<file path="src/rtl/dbu_pkg.sv">
// -----------------------------------------------------------------------------
// dbu_pkg
// Shared definitions for the debug unit controller: run-control FSM state
// encoding, display select codes, data-path widths and the bit positions of
// the packed CPU control snapshot shown on the LEDs.
// -----------------------------------------------------------------------------
package dbu_pkg;

   // Run-control FSM states
   typedef enum logic [1:0] {
      HALT     = 2'd0,
      RUN      = 2'd1,
      STEP     = 2'd2,
      WAIT_REL = 2'd3
   } state_e;

   // Display select codes (sel input)
   localparam logic [2:0] SEL_MRF    = 3'd0;  // memory or register-file word
   localparam logic [2:0] SEL_PC     = 3'd1;
   localparam logic [2:0] SEL_NPC    = 3'd2;
   localparam logic [2:0] SEL_IR     = 3'd3;
   localparam logic [2:0] SEL_ID_EX  = 3'd4;
   localparam logic [2:0] SEL_EX_MEM = 3'd5;
   localparam logic [2:0] SEL_MEM_WB = 3'd6;
   localparam logic [2:0] SEL_ADDR   = 3'd7;  // current debug address

   // Data-path widths
   localparam int TAP_W  = 32;
   localparam int DISP_W = 32;
   localparam int LED_W  = 16;
   localparam int CTRL_W = 16;

   // Bit positions inside the packed ctrl snapshot
   localparam int CTRL_REG_WRITE = 0;
   localparam int CTRL_MEM_READ  = 1;
   localparam int CTRL_MEM_WRITE = 2;
   localparam int CTRL_BRANCH    = 3;
   localparam int CTRL_JUMP      = 4;
   localparam int CTRL_ALU_SRC   = 5;
   localparam int CTRL_ALU_OP    = 8;  // LSB of a 4-bit ALU operation field

endpackage

</file>
<file path="src/rtl/btn_filter.sv">
// -----------------------------------------------------------------------------
// btn_filter
// Conditions one raw push-button: 2-flop synchronizer, debounce counter and
// rising-edge detector.
//
// Ports:
//   clk    in   system clock
//   rst    in   asynchronous active-low reset
//   raw    in   raw button level, asynchronous to clk
//   level  out  debounced level; follows the synchronized input only after
//               DB_CNT consecutive samples that differ from the current level
//   pulse  out  one-cycle pulse on each 0->1 transition of level
// -----------------------------------------------------------------------------
module btn_filter #(
   parameter int DB_CNT = 4
) (
   input  logic clk,
   input  logic rst,
   input  logic raw,
   output logic level,
   output logic pulse
);

   localparam int CNT_W = (DB_CNT > 1) ? $clog2(DB_CNT) : 1;

   logic             sync_a;
   logic             sync_b;
   logic             level_q;
   logic [CNT_W-1:0] cnt;

   // NOTE: sequential state uses non-blocking assignments so every flop
   // samples the values present before the clock edge.
   always_ff @(posedge clk or negedge rst) begin
      if (!rst) begin
         sync_a  <= 1'b0;
         sync_b  <= 1'b0;
         level   <= 1'b0;
         level_q <= 1'b0;
         cnt     <= '0;
      end else begin
         sync_a  <= raw;
         sync_b  <= sync_a;
         level_q <= level;
         // Any sample equal to the current level restarts the stability run.
         if (sync_b == level) begin
            cnt <= '0;
         end else if (cnt == CNT_W'(DB_CNT - 1)) begin
            level <= sync_b;
            cnt   <= '0;
         end else begin
            cnt <= cnt + 1'b1;
         end
      end
   end

   // level_q clears on reset, so a button held through reset produces a
   // fresh press once it has been debounced again.
   assign pulse = level & ~level_q;

endmodule

</file>
<file path="src/rtl/dbu_ctrl.sv">
// -----------------------------------------------------------------------------
// dbu_ctrl
// Debug unit controller for a pipelined CPU: run/single-step control via a
// clock-enable, a button-driven debug address, and registered display/LED
// multiplexers over the CPU debug taps.
//
// Ports:
//   clk        in   system clock, rising edge
//   rst        in   asynchronous active-low reset
//   succ       in   1 = continuous run, 0 = single-step mode
//   step       in   raw single-step button
//   inc, dec   in   raw debug-address increment / decrement buttons
//   sel        in   display select code (SEL_* in dbu_pkg)
//   m_rf       in   1 = show data memory word, 0 = show register-file word
//   pc .. mem_wb, m_data, rf_data   in   32-bit CPU debug taps
//   ctrl       in   packed CPU control snapshot
//   cpu_en     out  CPU clock-enable
//   m_rf_addr  out  debug read address into CPU memory / register file
//   disp       out  registered display word
//   led        out  registered LED word
// -----------------------------------------------------------------------------
module dbu_ctrl
   import dbu_pkg::*;
#(
   parameter int DB_CNT = 4,
   parameter int ADDR_W = 8
) (
   input  logic              clk,
   input  logic              rst,
   input  logic              succ,
   input  logic              step,
   input  logic              inc,
   input  logic              dec,
   input  logic [2:0]        sel,
   input  logic              m_rf,
   input  logic [TAP_W-1:0]  pc,
   input  logic [TAP_W-1:0]  npc,
   input  logic [TAP_W-1:0]  ir,
   input  logic [TAP_W-1:0]  id_ex,
   input  logic [TAP_W-1:0]  ex_mem,
   input  logic [TAP_W-1:0]  mem_wb,
   input  logic [TAP_W-1:0]  m_data,
   input  logic [TAP_W-1:0]  rf_data,
   input  logic [CTRL_W-1:0] ctrl,
   output logic              cpu_en,
   output logic [ADDR_W-1:0] m_rf_addr,
   output logic [DISP_W-1:0] disp,
   output logic [LED_W-1:0]  led
);

   // ---------------------------------------------------------------------------
   // Button conditioning
   // ---------------------------------------------------------------------------
   logic step_level, step_pulse;
   logic inc_level, inc_pulse;
   logic dec_level, dec_pulse;

   btn_filter #(.DB_CNT(DB_CNT)) u_step_filter (
      .clk   (clk),
      .rst   (rst),
      .raw   (step),
      .level (step_level),
      .pulse (step_pulse)
   );

   btn_filter #(.DB_CNT(DB_CNT)) u_inc_filter (
      .clk   (clk),
      .rst   (rst),
      .raw   (inc),
      .level (inc_level),
      .pulse (inc_pulse)
   );

   btn_filter #(.DB_CNT(DB_CNT)) u_dec_filter (
      .clk   (clk),
      .rst   (rst),
      .raw   (dec),
      .level (dec_level),
      .pulse (dec_pulse)
   );

   // The address buttons act on their press pulses only.
   logic unused_levels;
   assign unused_levels = inc_level ^ dec_level;

   // ---------------------------------------------------------------------------
   // Run-control FSM
   // ---------------------------------------------------------------------------
   state_e state, state_nx;

   always_ff @(posedge clk or negedge rst) begin
      if (!rst) state <= HALT;
      else      state <= state_nx;
   end

   // cpu_en decodes the state register alone, so reset removes it at once
   // without waiting for a clock edge.
   // NOTE: every output of this block gets a default first, so no path leaves
   // a variable unassigned and no latch is inferred.
   always_comb begin
      state_nx = state;
      cpu_en   = 1'b0;
      unique case (state)
         HALT: begin
            if (succ)            state_nx = RUN;
            else if (step_pulse) state_nx = STEP;
         end
         RUN: begin
            cpu_en = 1'b1;
            if (!succ) state_nx = HALT;
         end
         STEP: begin
            // Exactly one enabled cycle per accepted press.
            cpu_en   = 1'b1;
            state_nx = WAIT_REL;
         end
         WAIT_REL: begin
            // A held button must be released before another step is taken.
            if (succ)             state_nx = RUN;
            else if (!step_level) state_nx = HALT;
         end
         default: state_nx = HALT;
      endcase
   end

   // ---------------------------------------------------------------------------
   // Debug address: wraps modulo 2^ADDR_W; simultaneous presses cancel.
   // ---------------------------------------------------------------------------
   always_ff @(posedge clk or negedge rst) begin
      if (!rst) begin
         m_rf_addr <= '0;
      end else if (inc_pulse && !dec_pulse) begin
         m_rf_addr <= m_rf_addr + 1'b1;
      end else if (dec_pulse && !inc_pulse) begin
         m_rf_addr <= m_rf_addr - 1'b1;
      end
   end

   // ---------------------------------------------------------------------------
   // Display and LED multiplexers, registered every cycle in every state
   // ---------------------------------------------------------------------------
   logic [DISP_W-1:0] disp_d;
   logic [LED_W-1:0]  led_d;

   always_comb begin
      disp_d = '0;
      unique case (sel)
         SEL_MRF:    disp_d = m_rf ? m_data : rf_data;
         SEL_PC:     disp_d = pc;
         SEL_NPC:    disp_d = npc;
         SEL_IR:     disp_d = ir;
         SEL_ID_EX:  disp_d = id_ex;
         SEL_EX_MEM: disp_d = ex_mem;
         SEL_MEM_WB: disp_d = mem_wb;
         SEL_ADDR:   disp_d = DISP_W'(m_rf_addr);
         default:    disp_d = '0;
      endcase
   end

   assign led_d = (sel == SEL_MRF) ? LED_W'(m_rf_addr) : ctrl;

   always_ff @(posedge clk or negedge rst) begin
      if (!rst) begin
         disp <= '0;
         led  <= '0;
      end else begin
         disp <= disp_d;
         led  <= led_d;
      end
   end

endmodule

</file>
<file path="config.mk">
export PLATFORM = sky130hd
export DESIGN_NAME = dbu_ctrl
export DESIGN_NICKNAME = d
export VERILOG_FILES = /design/src/rtl/dbu_pkg.sv /design/src/rtl/btn_filter.sv /design/src/rtl/dbu_ctrl.sv
export SDC_FILE = /design/constraint.sdc
export NUM_CORES = 1
export LEC_CHECK = 0
export CORE_MARGIN = 2
export CORE_UTILIZATION = 30
export DETAILED_ROUTE_END_ITERATION = 12
export PLACE_DENSITY_LB_ADDON = 0.08
export SYNTH_ARGS = -nofsm -noshare
export SYNTH_HDL_FRONTEND = slang
export SYNTH_HIERARCHICAL = 1
export SYNTH_SLANG_ARGS = --single-unit
</file>
<file path="constraint.sdc">
create_clock -name clk -period 4.8 [get_ports clk]
set_input_delay 0.48 -clock clk [delete_from_list [all_inputs] [get_ports clk]]
set_output_delay 0.48 -clock clk [all_outputs]
set_load 0.01 [all_outputs]
</file>
==> results of run 1 <==
kinds of logic (layout without fill, tap and decap cells):
group / Yosys count / in the layout
AO/OA/AOI/OAI: 155 / 155
flip-flops: 76 / 76
other: 0 / 3
buffers and inverters: 51 / 373
adder cells (fa/ha/maj): 16 / 16
XOR/XNOR: 9 / 9
AND/OR/NAND/NOR: 83 / 83
multiplexers: 83 / 83
path summary, 6_finish.rpt:
path / to / slack, ps
max: disp[11] / 1970
min in group clk: u_step_filter/sync_b / 350
min reg2reg: u_step_filter/sync_b / 350
max reg2reg: m_rf_addr[7] / 2220
min: disp[22] / 300
max in group asynchronous: disp[20] / 3820
metrics by stage:
stage,cell area [sq um],worst slack (ps)
floorplan,4863,2628
global placement,8341,1655
detailed placement,8341,1572
CTS,8635,1943
global route,8642,1820
finish,8642,1975
state kept, by name, summed over array words and instances, names as in the netlist, 2 cells and up:
name / count
disp: 32
led: 16
m_rf_addr: 8
state: 2
u_dec_filter/cnt: 2
u_inc_filter/cnt: 2
u_step_filter/cnt: 2
layout by cell type (no fill, tap or decap), types with 2 or more instances in the layout:
| cell type | count |
|---|---|
| a222oi_1 | 6 |
| xor2_1 | 2 |
| nand2b_1 | 2 |
| nand2_1 | 16 |
| o221ai_1 | 6 |
| dfrtp_1 | 76 |
| nor3_1 | 2 |
| clkdlybuf4s50_1 | 333 |
| mux4_2 | 4 |
| o21ai_0 | 22 |
| mux2_2 | 14 |
| mux2_1 | 3 |
| inv_1 | 14 |
| a211oi_1 | 14 |
| nor2_2 | 2 |
| a221oi_1 | 14 |
| ha_1 | 15 |
| a21oi_1 | 45 |
| buf_2 | 4 |
| clkbuf_16 | 9 |
| clkinv_2 | 2 |
| nor2_1 | 32 |
| nor3_2 | 3 |
| clkinv_4 | 2 |
| diode_2 | 3 |
| o2bb2ai_1 | 3 |
| a22oi_1 | 8 |
| xnor2_1 | 7 |
| mux2i_1 | 61 |
| nand3_1 | 2 |
| a22o_1 | 18 |
| o31ai_1 | 2 |
| a32oi_1 | 2 |
| buf_4 | 6 |
| a221o_1 | 4 |
| nor2b_1 | 20 |
power by group through the flow:
stage / Clock [mW] / Sequential (mW) / Combinational (mW)
after global placement: 0 / 0.907 / 1.32
after floorplan: 0 / 0.917 / 0.740
after global routing: 0.741 / 0.922 / 1.51
after detailed placement: 0 / 0.912 / 1.37
final: 0.693 / 0.901 / 1.38
after CTS: 0.709 / 0.903 / 1.39
routing by layer:
metal / global-route usage (%) / wire length, microns
met1: 31.30 / 9067
met2: 47.25 / 11690
met3: 6.713 / 1649
met4: 10.08 / 621
met5: 0 / 0
final cells by class:
cell class,instances,share of cell area [%]
diodes,3,0.08687
clock buffers,10,2.649
clock inverters,6,0.7529
inverters,14,0.6081
multi-input cells,346,31.45
flip-flops and latches,76,22.01
well taps,216,3.127
repair buffers,343,39.32
critical path, delay by kind of cell:
kind / cells / cell delay [ps]
simple gates: 1 / 990
compound gates: 3 / 610
buf+inv: 2 / 950
==> impl_metrics.yaml, run 1 <==
status:
  status: "completed"
placed_design:
  placed_cells: 995
  gp_congestion: 0.9466
  io_buffers: 338
  dpl.hpwl_mm: 17.70
global_route:
  globalRouteOverflowTotal: 0
  grt_pass1_wl_mm: 34.94
  grt_pass1_vias: 5577
  grt_util_all_layers_pct: 26.76
  antenna_found_initial: 3
  grt_max_degree: 77
pwr:
  internal_power_mw: 1.925
  p_total_mw: 2.979
  power_frac_seq_pct: 30.2
  swShare_pct: 35.37
  vdd_ir_drop_max_v: 0.0002370
  power.leakage_nw: 3.553
  clock_power_share_pct: 23.3
  power_frac_comb_pct: 46.5
  p_sw_mw: 1.054
  power_density_nw_per_um2: 344.7
die:
  start_util_pct: 30.62
  fp.dieArea_sq_um: 17250
  rows: 46
  dieHeight_microns: 131.3
  boundaryPins: 339
  dieWidth_microns: 131.3
  core-area_sq_um: 15890
clock_tree:
  hold_buffers: 0
  clk_path_buf_depth: 2
  tritoncts: "yes"
  root_buffer: "clkbuf_16"
  clkSinkCount: 76
  clk_latency_ps: 340
  cts.clk_slew.worst_paths_ps: 60
  numCtsBuffers: 9
  htreeDepth: 3
  cts_resized: 0
  postCtsSetupBuffers: 0
timing:
  setup_tns_ps: 0
  timing_hold_violations_final: 0
  fin_skew_ps: 4.760
  finalCritPeriodShare_pct: 58.86
  slew_violations: 0
  max-slew-margin-rel_pct: 24.70
  finalCriticalPeriod_ps: 2825
  setup_violations: 0
  max_freq_mhz: 354.0
  whs_ps: 296.9
  max_slew.worst_pin.slew_ps: 1130
  rsz0062_at_grt: "no"
synthesis:
  synthTopCellsByArea: "dfrtp_1, mux2i_1, a21oi_1, ha_1, a22o_1"
  ys_ff_latch: 76
  synth_top_flop_cell: "dfrtp_1"
  syn-mean-instance-area_sq_um: 10.28
  synthesis.area_sq_um: 4863
  yosysUniqueCellTypes: 50
  postSynth.asyncResetShare_pct: 100.0
  yosysSeqAreaShare_pct: 39.10
  syn_nets: 771
  synthSimpleGateAreaFrac_pct: 8.490
  synth-compound-area-share_pct: 22.43
  synth_top_cell_by_area: "dfrtp_1"
  synth_fa_ha_area_share_pct: 4.271
  synth_edf_count: 0
  syn_inst: 473
  synth_common_cells: "dfrtp_1, mux2i_1, a21oi_1, nor2_1"
  yosysTopAreaCellShare_pct: 39.10
  synthMuxAreaShare_pct: 18.88
  synth-xor-area-share_pct: 1.621
  synth_top_family_by_area: "compound AO/OA/AOI/OAI gates"
  ys_warn_count: 6
  yosysMostFrequentCell: "dfrtp_1"
detailed_routing:
  drtAntennaViolNets: 0
  vias_per_cell: 5.146
  routedWlPerCell_microns: 22.71
  wirelength_mm: 23.02
  drtIter0Drc: 265
  post-route-drc-count: 0
  via_count: 5218
  dr.pass1.iters: 7
setup_path:
  worstPathMaxFanout: 22
  cp-startpoint: "sel[1]"
  cp_slowest_cell: "nor2_2"
  worstPathRequired_ps: 5040
  critPathArrivalTime_ps: 3070
  cp-end-kind: "flip-flop"
  reg2reg_from: "u_inc_filter/level"
  critPathKind: "in2reg"
  rr_worst_depth: 9
  startpoint_type: "input pin"
  cpPeakStageDelay_ps: 990
  path_cells: "buf_2 > inv_1 > nor2_2 > a22o_1 > a222oi_1 > a22oi_1"
final_layout:
  instances_no_fill: 1014
  fillers: 1431
  fin_util_pct: 54.40
  seqCellArea_sq_um: 1902
  nNetsFinal: 1088
  drive_above_1_share_pct: 6.792
  area_growth_pct: 77.69
  multiInputGateArea_sq_um: 2718
flow_run:
  drv_cap: 0
min_path:
  hold_path.class: "in2async"
Note: power is estimated with default switching activity, not from simulation.
==> run 2: changes to the inputs <==
Clock period 4.8 ns to 2.8 ns, I/O delays scaled along.
==> run 2 against run 1 <==
Clock skew is 2.9 ps higher. Sequential cell count unchanged. Critical path depth rose by 3. Non-clock buffer count grew 10. Core utilization increased by 0.57 points. Critical path type is now reg2reg. Sequential power up 71%. Routed wire length shrank 4.5%. Clock power increased by 73%. Sequential share of layout area fell by 0.23 points. Hold slack better by 55 ps.
==> impl_metrics.yaml, run 2 (synthesized netlist as in run 1, its figures left out) <==
final_layout:
  layout_common_cells: "clkdlybuf4s50_1, dfrtp_1, mux2i_1"
  nNetsFinal: 1098
  instances_no_fill: 1021
  largest-register: "disp"
  drive_above_1_share_pct: 7.826
  diodes: 0
  largest_register_ffs: 32
  layout_commonest_cell: "clkdlybuf4s50_1"
  top_regs: "disp (32), led (16), m_rf_addr (8)"
  area_growth_pct: 79.55
pwr:
  power.leakage_nw: 3.605
  power_density_nw_per_um2: 583.5
  vdd_ir_drop_max_v: 0.0004240
  p_total_mw: 5.096
placed_design:
  gp_congestion: 0.9427
  io_buffers: 338
  place_ws_ps: 382.5
  placed_cells: 1004
  dpl.hpwl_mm: 17.20
clock_tree:
  tritoncts: "yes"
  root_buffer: "clkbuf_16"
  numCtsBuffers: 9
  clk_path_buf_depth: 2
  cts_resized: 0
  cts.clk_slew.worst_paths_ps: 60
  clkSinkCount: 76
  htreeDepth: 3
  clk_latency_ps: 340
detailed_routing:
  post-route-drc-count: 0
  drtAntennaViolNets: 0
  routedWlPerCell_microns: 21.52
  drtIter0Drc: 288
  via_count: 5242
  wirelength_mm: 21.98
  dr.pass1.iters: 8
  vias_per_cell: 5.134
timing:
  finalCritPeriodShare_pct: 87.79
  slew_violations: 0
  fin_skew_ps: 7.704
  max-slew-margin-rel_pct: 40.93
  whs_ps: 351.4
  finalCriticalPeriod_ps: 2458
  setup_slack_ps: 341.8
  max_freq_mhz: 406.8
  timing_hold_violations_final: 0
  rsz0062_at_grt: "no"
  setup_tns_ps: 0
  max_slew.worst_pin.slew_ps: 885.1
  setup_violations: 0
global_route:
  grt_pass1_vias: 5463
  antenna_found_initial: 1
  use_met2_pct: 45.64
  grt_max_degree: 55
  globalRouteOverflowTotal: 0
  busiest_layer: "met2"
  grt_util_all_layers_pct: 25.76
  grt_util_met1_pct: 31.10
  met3_usage_pct: 6.983
  grt_pass1_wl_mm: 34.01
setup_path:
  cpPeakStageDelay_ps: 390
  worstPathRequired_ps: 3000
  critPathKind: "reg2reg"
  path_cells: "nor2b_1 > ha_1 > inv_1 > ha_1 > o21ai_0 > nor2_1 > a31oi_1 > o31ai_1 > o32ai_1"
  crit_top_cell: "ha_1"
  crit_buf_inv: 1
  worstPathMaxFanout: 7
  cp-end-kind: "flip-flop"
  critPathArrivalTime_ps: 2660
  crit_family: "adder cells"
  cp_slowest_cell: "ha_1"
  startpoint_type: "flip-flop"
die:
  dieWidth_microns: 131.3
  fp.dieArea_sq_um: 17250
  rows: 46
  core-area_sq_um: 15890
  dieHeight_microns: 131.3
  start_util_pct: 30.62
  boundaryPins: 339
status:
  status: "completed"
min_path:
  hold_path.class: "reg2reg"
flow_run:
  drv_cap: 0
## run 2: cell count changes in the layout (fill, tap and decap cells not counted), sizes merged
cell,change
dlygate4sd3,+1
clkbuf,+1
clkinvlp,+1
buf,+9
diode,-3
inv,+1
clkinv,-3
## run 2: cell type report
class | count | area, sq um
Timing Repair Buffer | 353 | 3488
Clock inverter | 5 | 58.81
Fill cell | 1438 | 7153
Tap cell | 216 | 270.3
Inverter | 14 | 52.55
Multi-Input combinational cell | 346 | 2718
Sequential cell | 76 | 1902
Clock buffer | 11 | 242.7
## run 2: per-stage QoR
stage / util (%) / cell area, sq um
after floorplan: - / 4863
after global placement: 53.01 / 8421
after detailed placement: 53.01 / 8421
after CTS: 54.97 / 8732
after global routing: 54.97 / 8732
final: 54.97 / 8732
## run 2: path summary, 6_finish.rpt
check | end | from | depth (start not counted) | slack (ps)
setup / recovery | m_rf_addr[7] | u_inc_filter/level | 9 | 340
hold / removal | u_inc_filter/sync_b | u_inc_filter/sync_a | 0 | 350
setup reg to reg | m_rf_addr[7] | u_inc_filter/level | 9 | 340
hold reg to reg | u_inc_filter/sync_b | u_inc_filter/sync_a | 0 | 350
max in group asynchronous | u_inc_filter/level | rst | 3 | 1610
min in group asynchronous | disp[22] | rst | 2 | 460
## run 2: worst reg2reg max path: cells and delay by family (launching register included)
kind	cells	cell delay, ps
AOI/OAI and AO/OA	4	650
adders and majority gates	2	680
buffers and inverters	1	190
DFF	1	380
and+or+nand+nor	2	430
## run 2: power by group
group	switching (mW)	leakage (nW)	internal [mW]	total, mW
Sequential	0.197	0.910	1.34	1.54
Clock	0.479	0.142	0.717	1.20
Combinational	1.08	2.55	1.28	2.36
Total	1.76	3.60	3.34	5.10
## run 2: metal layers
metal	part of all wire, %	vias up
met5	0.055	-
met4	1.7	2
met3	6.6	21
met2	51	228
met1	41	2554
li1	-	2437
## run 2: what timing repair did
item | in CTS | in global routing
endpoints found under the hold margin | 32 | 0
buffers inserted | 0 | 0
hold buffers | 1 | 0
endpoints found under the setup margin | 0 | 0
==> run 3: changes to the inputs <==
Settings changed: ABC_CLOCK_PERIOD_IN_PS from default to 2800, CTS_BUF_LIST from default to sky130_fd_sc_hd__clkbuf_4 sky130_fd_sc_hd__clkbuf_8.
==> run 3 against run 2 <==
Critical path depth is the same. Register-to-register slack barely moved. First-iteration DRC count down 3.5%. Via count grew 0.55%. Sequential power about the same. Non-clock buffer count is the same. Setup slack lost 4.4 ps. Total power fell by 5.9%. Clock power shrank 26%. Count of clock-buffer cells in the layout stayed put. Global-route usage down 0.066 points. Critical endpoint unchanged. Largest power group unchanged.
==> impl_metrics.yaml, run 3 (synthesized netlist as in run 1, its figures left out) <==
global_route:
  grt_max_degree: 55
  grt_pass1_vias: 5454
  globalRouteOverflowTotal: 0
  antenna_found_initial: 1
  grt_pass1_wl_mm: 33.98
  grt_util_all_layers_pct: 25.69
timing:
  finalCriticalPeriod_ps: 2463
  rsz0062_at_grt: "no"
  max_freq_mhz: 406.1
  setup_violations: 0
  max-slew-margin-rel_pct: 38.43
  setup_tns_ps: 0
  timing_hold_violations_final: 0
  max_slew.worst_pin.slew_ps: 922.6
  fin_skew_ps: 13.34
  finalCritPeriodShare_pct: 87.95
  slew_violations: 0
setup_path:
  critPathArrivalTime_ps: 2720
  crit_buf_inv: 1
  worstPathRequired_ps: 3060
  crit_top_cell: "ha_1"
  rr_worst_depth: 9
  startpoint_type: "flip-flop"
  cpPeakStageDelay_ps: 390
  critPathKind: "reg2reg"
  cp_num_cells: 9
  path_cells: "nor2b_1 > ha_1 > inv_1 > ha_1 > o21ai_0 > nor2_1 > a221oi_2 > xnor2_1 > o32ai_1"
  cp-end-kind: "flip-flop"
  cp_slowest_cell: "dfrtp_1"
  worstPathMaxFanout: 7
  crit_family: "compound AO/OA/AOI/OAI gates"
placed_design:
  place_area_sq_um: 8421
  dpl.hpwl_mm: 17.20
  io_buffers: 338
  gp_congestion: 0.9427
die:
  start_util_pct: 30.62
  rows: 46
  dieWidth_microns: 131.3
  boundaryPins: 339
  dieHeight_microns: 131.3
  core-area_sq_um: 15890
  fp.dieArea_sq_um: 17250
final_layout:
  fillers: 1450
  layout_common_cells: "clkdlybuf4s50_1, dfrtp_1, mux2i_1"
  diodes: 0
  nNetsFinal: 1098
  largest_register_ffs: 32
  area_growth_pct: 77.54
  drive_above_1_share_pct: 7.950
  largest-register: "disp"
  layout_commonest_cell: "clkdlybuf4s50_1"
  postLayoutCellArea_sq_um: 8635
  top_regs: "disp (32), led (16), m_rf_addr (8)"
detailed_routing:
  dr.pass1.iters: 5
  drtAntennaViolNets: 0
  via_count: 5271
  drtIter0Drc: 278
  post-route-drc-count: 0
  routedWlPerCell_microns: 21.55
  vias_per_cell: 5.163
  wirelength_mm: 22.00
clock_tree:
  clkSinkCount: 76
  clk_latency_ps: 360
  numCtsBuffers: 9
  cts.clk_slew.worst_paths_ps: 80
  root_buffer: "clkbuf_8"
  tritoncts: "yes"
  clk_path_buf_depth: 2
  htreeDepth: 3
  postCtsSetupBuffers: 0
flow_run:
  drv_cap: 0
min_path:
  hold_path.class: "in2reg"
  hold_path_depth: 1
pwr:
  power.leakage_nw: 3.562
  power_density_nw_per_um2: 555.4
  vdd_ir_drop_max_v: 0.0004179
status:
  status: "completed"
run 3: cell counts in the layout (fill, tap and decap cells not counted):
No cell type changed its count.
run 3: timing repair:
| action | CTS | global route |
|---|---|---|
| hold endpoints to repair | 32 | 0 |
| resized for setup | 0 | 0 |
| hold buffers | 1 | 0 |
run 3: final timing paths:
kind | slack (ps) | endpoint | start
hold reg to reg | 350 | u_inc_filter/sync_b | u_inc_filter/sync_a
setup reg to reg | 340 | m_rf_addr[7] | u_inc_filter/level
min in group asynchronous | 430 | disp[22] | rst
setup / recovery | 340 | m_rf_addr[7] | u_inc_filter/level
hold / removal | 350 | u_step_filter/sync_a | step
max in group asynchronous | 1630 | u_inc_filter/sync_b | rst
run 3: routing by layer:
layer | wire, microns | global-route usage, % | part of all wire (%)
met1 | 8966 | 31.13 | 41
met5 | 12 | 0 | 0.055
met2 | 11200 | 45.50 | 51
met3 | 1459 | 6.829 | 6.6
met4 | 358 | 6.099 | 1.6
run 3: worst register-to-register path, cell delays in order (launching register included):
cell,delay [ps]
dfrtp_1,390
nor2b_1,190
ha_1,290
inv_1,190
ha_1,370
o21ai_0,260
nor2_1,130
a221oi_2,260
xnor2_1,90
o32ai_1,210
run 3: layout make-up:
class	count	area, sq um	share of cell area, %
clock buffers	11	145.1	1.681
clock inverters	5	58.81	0.6811
inverters	14	52.55	0.6086
multi-input cells	346	2718	31.47
flip-flops and latches	76	1902	22.03
well taps	216	270.3	3.130
repair buffers	353	3488	40.40
run 3: where the power goes:
group	leakage (nW)	switching (mW)	internal, mW
Combinational	2.55	1.09	1.28
Sequential	0.910	0.197	1.34
Clock	0.0994	0.445	0.448
run 3: per-stage QoR:
stage	power, mW	worst slack (ps)	utilization [%]	hold slack (ps)	instances
final	4.795	337.3	54.36	349.6	1021
after global routing	5.152	99.66	54.36	323.3	1021
after CTS	4.848	363.1	54.36	322.5	1021
after detailed placement	3.921	382.5	53.01	282.1	1004
after global placement	3.836	437.2	53.01	281.7	1004
after floorplan	2.840	628.1	-	-15.59	473
